<file path="config.mk">
export PLATFORM = sky130hd
export DESIGN_NAME = bus_cycle_unit
export DESIGN_NICKNAME = d
export VERILOG_FILES = /design/src/rtl/bus_cycle_unit.sv
export SDC_FILE = /design/constraint.sdc
export NUM_CORES = 1
export LEC_CHECK = 0
export BUFFER_PORTS_ARGS = -buffer_cell sky130_fd_sc_hd__buf_2
export CORE_MARGIN = 2
export CORE_UTILIZATION = 55
export CTS_CLUSTER_SIZE = 20
export DETAILED_ROUTE_END_ITERATION = 10
export GPL_TIMING_DRIVEN = 0
export PLACE_DENSITY = 0.83
export SLEW_MARGIN = 20
export SYNTH_ARGS = -nofsm -noshare
export SYNTH_HDL_FRONTEND = slang
export SYNTH_SLANG_ARGS = --single-unit
</file>
<file path="constraint.sdc">
create_clock -name clk -period 5.85 [get_ports clk]
set_input_delay 0.8775 -clock clk [delete_from_list [all_inputs] [get_ports clk]]
set_output_delay 0.8775 -clock clk [all_outputs]
set_load 0.01 [all_outputs]
</file>
<file path="src/rtl/bus_cycle_unit.sv">
// bus_cycle_unit: bridges a CPU_W-wide CPU request port to a BUS_W-wide
// multiplexed address/data bus. Each CPU access is split into one or more
// beats, each using T1-T4 timing with ready-driven wait states in T3.
// Read data is assembled little-endian (beat 0 -> lane 0).
// Optional macro BUS_CYCLE_HOLD_EN adds hold/hlda bus arbitration and bus_oe.
module bus_cycle_unit #(
    parameter int ADDR_W = 20,
    parameter int CPU_W  = 16,
    parameter int BUS_W  = 8
) (
    input  logic              clk,
    input  logic              rst,
    input  logic              req_valid,
    input  logic              req_we,
    input  logic              req_byte,
    input  logic              req_io,
    input  logic [ADDR_W-1:0] req_addr,
    input  logic [CPU_W-1:0]  req_wdata,
    output logic              req_busy,
    output logic              rsp_valid,
    output logic [CPU_W-1:0]  rsp_rdata,
    output logic [ADDR_W-1:0] bus_addr,
    output logic [BUS_W-1:0]  ad_o,
    output logic              ad_oe,
    input  logic [BUS_W-1:0]  ad_i,
    output logic              ale,
    output logic              rd_n,
    output logic              wr_n,
    output logic              den_n,
    output logic              dtr,
    output logic              iom,
    input  logic              ready
`ifdef BUS_CYCLE_HOLD_EN
    ,
    input  logic              hold,
    output logic              hlda,
    output logic              bus_oe
`endif
);

    localparam int BEATS  = CPU_W / BUS_W;
    localparam int BEAT_W = (BEATS > 1) ? $clog2(BEATS) : 1;

    // Reject widths the beat splitting cannot represent.
    if ((CPU_W % BUS_W) != 0 || BEATS < 1) begin : g_bad_cpu_w
        $error("bus_cycle_unit: CPU_W must be a positive multiple of BUS_W");
    end
    if (BUS_W > ADDR_W) begin : g_bad_bus_w
        $error("bus_cycle_unit: BUS_W must not exceed ADDR_W");
    end

`ifdef BUS_CYCLE_HOLD_EN
    typedef enum logic [2:0] {S_IDLE, S_T1, S_T2, S_T3, S_T4, S_HOLD} state_t;
`else
    typedef enum logic [2:0] {S_IDLE, S_T1, S_T2, S_T3, S_T4} state_t;
`endif

    state_t              state_q;
    logic [BEAT_W-1:0]   beat_q;
    logic [BEAT_W-1:0]   last_q;
    logic [ADDR_W-1:0]   addr_q;
    logic [CPU_W-1:0]    wdata_q;
    logic                we_q;
    logic [CPU_W-1:0]    rdata_q;
    logic [CPU_W-1:0]    rsp_rdata_q;
    logic [ADDR_W-1:0]   bus_addr_q;
    logic [BUS_W-1:0]    ad_o_q;
    logic                ad_oe_q, ale_q, rd_n_q, wr_n_q, den_n_q;
    logic                dtr_q, iom_q, busy_q, rsp_valid_q;

    logic                accept;
    logic [BEAT_W-1:0]   beat_d;
    logic [ADDR_W-1:0]   next_addr;
    int                  lane_lo;
    logic [BUS_W-1:0]    wr_lane;
    logic [CPU_W-1:0]    rd_merged;

    // A request is taken only in IDLE; a pending hold wins over it.
`ifdef BUS_CYCLE_HOLD_EN
    assign accept = (state_q == S_IDLE) && req_valid && !hold;
`else
    assign accept = (state_q == S_IDLE) && req_valid;
`endif

    // Beat bookkeeping: next beat/address and the lane addressed by this beat.
    always_comb begin
        beat_d    = beat_q + BEAT_W'(1);
        next_addr = addr_q + ADDR_W'(beat_d);
        lane_lo   = int'(beat_q) * BUS_W;
        wr_lane   = wdata_q[lane_lo +: BUS_W];
        rd_merged = rdata_q;
        rd_merged[lane_lo +: BUS_W] = ad_i;
    end

    // Request latch and read assembly buffer; no reset needed, both are
    // loaded on acceptance before any use.
    always_ff @(posedge clk) begin
        if (accept) begin
            addr_q  <= req_addr;
            wdata_q <= req_wdata;
            we_q    <= req_we;
            last_q  <= req_byte ? '0 : BEAT_W'(BEATS - 1);
            rdata_q <= '0;
        end else if (state_q == S_T3 && ready && !we_q) begin
            rdata_q <= rd_merged;
        end
    end

`ifdef BUS_CYCLE_HOLD_EN
    logic hlda_q, bus_oe_q;
    assign hlda   = hlda_q;
    assign bus_oe = bus_oe_q;
`endif

    // Bus cycle sequencer; every bus output is registered on state entry.
    always_ff @(posedge clk or posedge rst) begin
        if (rst) begin
            state_q     <= S_IDLE;
            beat_q      <= '0;
            rd_n_q      <= 1'b1;
            wr_n_q      <= 1'b1;
            den_n_q     <= 1'b1;
            ale_q       <= 1'b0;
            ad_oe_q     <= 1'b0;
            dtr_q       <= 1'b0;
            iom_q       <= 1'b0;
            busy_q      <= 1'b0;
            rsp_valid_q <= 1'b0;
            rsp_rdata_q <= '0;
            bus_addr_q  <= '0;
            ad_o_q      <= '0;
`ifdef BUS_CYCLE_HOLD_EN
            hlda_q      <= 1'b0;
            bus_oe_q    <= 1'b1;
`endif
        end else begin
            rsp_valid_q <= 1'b0;
            case (state_q)
                S_IDLE: begin
`ifdef BUS_CYCLE_HOLD_EN
                    if (hold) begin
                        state_q  <= S_HOLD;
                        busy_q   <= 1'b1;
                        hlda_q   <= 1'b1;
                        bus_oe_q <= 1'b0;
                    end else
`endif
                    if (req_valid) begin
                        state_q    <= S_T1;
                        beat_q     <= '0;
                        busy_q     <= 1'b1;
                        bus_addr_q <= req_addr;
                        ad_o_q     <= req_addr[BUS_W-1:0];
                        ad_oe_q    <= 1'b1;
                        ale_q      <= 1'b1;
                        den_n_q    <= 1'b1;
                        dtr_q      <= req_we;
                        iom_q      <= req_io;
                    end
                end
                S_T1: begin
                    state_q <= S_T2;
                    ale_q   <= 1'b0;
                    den_n_q <= 1'b0;
                    if (we_q) begin
                        wr_n_q  <= 1'b0;
                        ad_oe_q <= 1'b1;
                        ad_o_q  <= wr_lane;
                    end else begin
                        rd_n_q  <= 1'b0;
                        ad_oe_q <= 1'b0;
                    end
                end
                S_T2: begin
                    state_q <= S_T3;
                end
                S_T3: begin
                    if (ready) begin
                        state_q <= S_T4;
                        rd_n_q  <= 1'b1;
                        wr_n_q  <= 1'b1;
                        den_n_q <= 1'b1;
                        ad_oe_q <= 1'b0;
                        if (beat_q == last_q) begin
                            rsp_valid_q <= 1'b1;
                            if (!we_q) begin
                                rsp_rdata_q <= rd_merged;
                            end
                        end
                    end
                end
                S_T4: begin
                    if (beat_q != last_q) begin
                        state_q    <= S_T1;
                        beat_q     <= beat_d;
                        bus_addr_q <= next_addr;
                        ad_o_q     <= next_addr[BUS_W-1:0];
                        ad_oe_q    <= 1'b1;
                        ale_q      <= 1'b1;
                    end else begin
                        state_q <= S_IDLE;
                        busy_q  <= 1'b0;
                        dtr_q   <= 1'b0;
                        iom_q   <= 1'b0;
                    end
                end
`ifdef BUS_CYCLE_HOLD_EN
                S_HOLD: begin
                    if (!hold) begin
                        state_q  <= S_IDLE;
                        busy_q   <= 1'b0;
                        hlda_q   <= 1'b0;
                        bus_oe_q <= 1'b1;
                    end
                end
`endif
                default: begin
                    state_q <= S_IDLE;
                    busy_q  <= 1'b0;
                end
            endcase
        end
    end

    assign req_busy  = busy_q;
    assign rsp_valid = rsp_valid_q;
    assign rsp_rdata = rsp_rdata_q;
    assign bus_addr  = bus_addr_q;
    assign ad_o      = ad_o_q;
    assign ad_oe     = ad_oe_q;
    assign ale       = ale_q;
    assign rd_n      = rd_n_q;
    assign wr_n      = wr_n_q;
    assign den_n     = den_n_q;
    assign dtr       = dtr_q;
    assign iom       = iom_q;

endmodule

</file>
==> metrics.txt <==
status completed; first-pass GRT wire length roughly 18,000 microns; Gates resized, CTS repair 0; origin of the worst setup path beat_q; Place WS 3.04 ns; Clk pwr share between 10% and 20%; max_cap viols 0; share of the yosys chip area belonging to registers 60.6%; GRT overflow 0; switching share of power between 30% and 40%; synthesized flop and latch total 111; critical path class reg -> reg; routability cong. 0.866; max frequency 355 MHz; net switching power between 1000 and 1500 uW; Routed WL 11,300 microns; layout cells sized above 1 28.5%; CTS root buffer clkbuf_8; Crit. End Element flop; fin worst setup slack 3.03 ns; P_leak 0.00236 uW; pwr/cell area 487 nW/um^2; Slew @ Worst Pin 0.618 ns; Post-Syn Area per Cell 11.4 sq um; Iter 0 DRT Violations between 200 and 250; Setup TNS Final 0 ns; sequential power share 44.8%; CTS tree yes; Synth area leader dfrtp_1; num ports 104; Worst Path Required 6.11 ns; synth top area cells dfrtp_1 28%, edfxtp_1 24%, dfxtp_1 6.7%; 1st-pass router iterations 5; htree depth 3; post-synthesis cell area 4770 sq um; combinational power share 38.5%; height of the die approximately 100 microns; Slew Limit Fails 0; vias in the first global route 3,724; Post-synth EDFFs 38; vias per inst 5.72; Worst setup SP type flop; layout net count 589; worst reg-to-reg setup slack 3.03 ns; top cells by count, synth 85 x nor2_1, 54 x dfrtp_1, 38 x edfxtp_1, 32 x a21oi_1, 32 x mux2i_1; Worst Clk Skew 0.00951 ns; Die X about 97 microns; FFs w/ async S/R, synth 51.4%; Reg clk slew, reported paths around 0.10 ns; WL/cell 17.4 microns; Num CTS Buffers 9; die area 9430 sq um; diode count 0; critical-path maximum fanout 10; ratio of final minimum period to clock period 48.1%; initial antenna violation count 0; Cell variety after synth 44; placed inst area 5470 sq um; origin of the critical flop-to-flop path beat_q; Slew headroom 58.8%; Clk Latency, worst-skew pair about 0.38 ns; Int Pwr 1720 uW; Global Route Usage Sum 24.2%; DRC 0; largest net degree at the start of global routing 44; final instance area roughly 5700 sq um; top-area cell type share of the netlist area 28.3%; setup bufs post-CTS 0; Post-synth top flop dfrtp_1; syn_nets approximately 470; WP data arrival 3.08 ns; clk sinks 111; final hold vios 0; Synth Warn # 0; Final setup viols 0; Post-DP HPWL 8010 microns; vias post-DR 3,692; cts hold-fix bufs 0; utilization after layout 68.3%; Syn Inst Count 420; non-filler cells, final 646; most numerous cell in the Yosys netlist nor2_1; Tmin final 2.82 ns; port bufs 103; Layout area overhead 18.9%; Core Area 8300 sq um; Hold WC Path Type in -> async; Fill cells 623; maximum vdd ir drop 0.239 mV; num rows 33; placed insts 630; post-route ant nets 0; Initial Utilization between 50% and 60%; Longest Clk Path Bufs 2; RSZ-0062 raised after global routing false
-- placed cells by master, fill, tap and decap left out, types with 2 or more instances in the layout --
cell / synthesis / layout
mux2_2: 6 / 6
a21o_1: 2 / 2
buf_16: 0 / 2
edfxtp_1: 38 / 38
nand4_1: 3 / 3
nand2_1: 24 / 24
a41oi_1: 2 / 2
o21ai_0: 9 / 9
nor3_4: 2 / 2
and3_1: 3 / 3
nand3_1: 6 / 6
dfrtp_1: 54 / 54
ha_1: 2 / 2
clkbuf_1: 7 / 6
xor2_1: 13 / 13
or2_2: 2 / 2
inv_1: 10 / 9
nand2b_1: 3 / 3
inv_4: 0 / 3
clkbuf_8: 0 / 10
dfxtp_1: 16 / 16
o211ai_1: 2 / 2
nor2_1: 85 / 85
buf_2: 12 / 115
xnor2_1: 7 / 7
a31oi_1: 8 / 8
nor3_2: 3 / 3
a21oi_1: 32 / 32
dfstp_2: 3 / 3
a221oi_1: 13 / 13
a22oi_1: 3 / 3
and4_1: 3 / 3
nor3_1: 2 / 2
mux2i_1: 32 / 32
-- registers in the layout, indices dropped and copies added (netlist names) --
signal / cells
rsp_rdata: 16
rsp_valid: 1
state_q: 3
rd_n: 1
req_busy: 1
wdata_q: 16
last_q: 1
ad_oe: 1
wr_n: 1
dtr: 1
bus_addr: 20
we_q: 1
rdata_q: 16
den_n: 1
addr_q: 20
ad_o: 8
iom: 1
ale: 1
beat_q: 1
-- critical path, stage by stage, from the launching register on --
cell,delay [ns]
dfrtp_1,0.40
buf_2,0.21
inv_1,0.20
ha_1,0.24
ha_1,0.21
nand3_1,0.18
nor3_1,0.56
nand3_1,0.17
xor2_1,0.19
a221oi_1,0.34
-- cell families (layout without fill, tap and decap cells) --
kind of cell	after synthesis	in the layout	share of synthesized area (%)
buffers and inverters	30	151	2.76
AOI/OAI and AO/OA	77	77	10.6
adders and majority gates	2	2	0.525
xor gates and xnor gates	20	20	3.67
DFF	111	111	60.6
and+or+nand+nor	142	142	13.6
muxes	38	38	8.13
-- worst paths after layout --
kind / to / cells after the start
worst max-delay path: bus_addr[16] / 9
worst min-delay path: rsp_rdata[13] / 2
worst max register to register: bus_addr[16] / 9
worst min register to register: wr_n / 2
max in group asynchronous: den_n / 3
min in group clk: wr_n / 2
-- layout make-up --
class | instances | area, sq um | share of cell area [%]
Sequential cell | 111 | 2890 | 51.0
Multi-Input combinational cell | 279 | 1750 | 30.8
Timing Repair Buffer | 105 | 571 | 10.1
Clock buffer | 11 | 163 | 2.87
Tap cell | 105 | 131 | 2.32
Buffer | 20 | 95.1 | 1.68
Inverter | 10 | 40.0 | 0.706
Clock inverter | 5 | 35.0 | 0.618
-- routing by layer --
metal  wire [microns]  share of wire [%]  vias up  GRT usage, %
met5                0                  0        -             0
met4              310                2.8        0          11.1
met3              826                7.3       26          3.24
met2             5410                 48      162          38.5
met1             4720                 42     1782          33.3
li1                 -                  -     1722             -
-- power groups by stage --
stage | clock [uW] | sequential, uW | combinational [uW]
floorplan | 0 | 1320 | 596
global placement | 0 | 1240 | 1010
detailed placement | 0 | 1250 | 1060
CTS | 461 | 1240 | 1070
global route | 487 | 1270 | 1170
finish | 461 | 1240 | 1060
-- per-stage QoR --
stage / hold WS (ns) / power (uW)
3_5_place_dp: 0.454 / 2310
2_1_floorplan: 0.460 / 1920
4_1_cts: 0.428 / 2760
3_3_place_gp: 0.445 / 2250
5_1_grt: 0.444 / 2930
6_report: 0.427 / 2760
(Power assumes the default switching activity.)
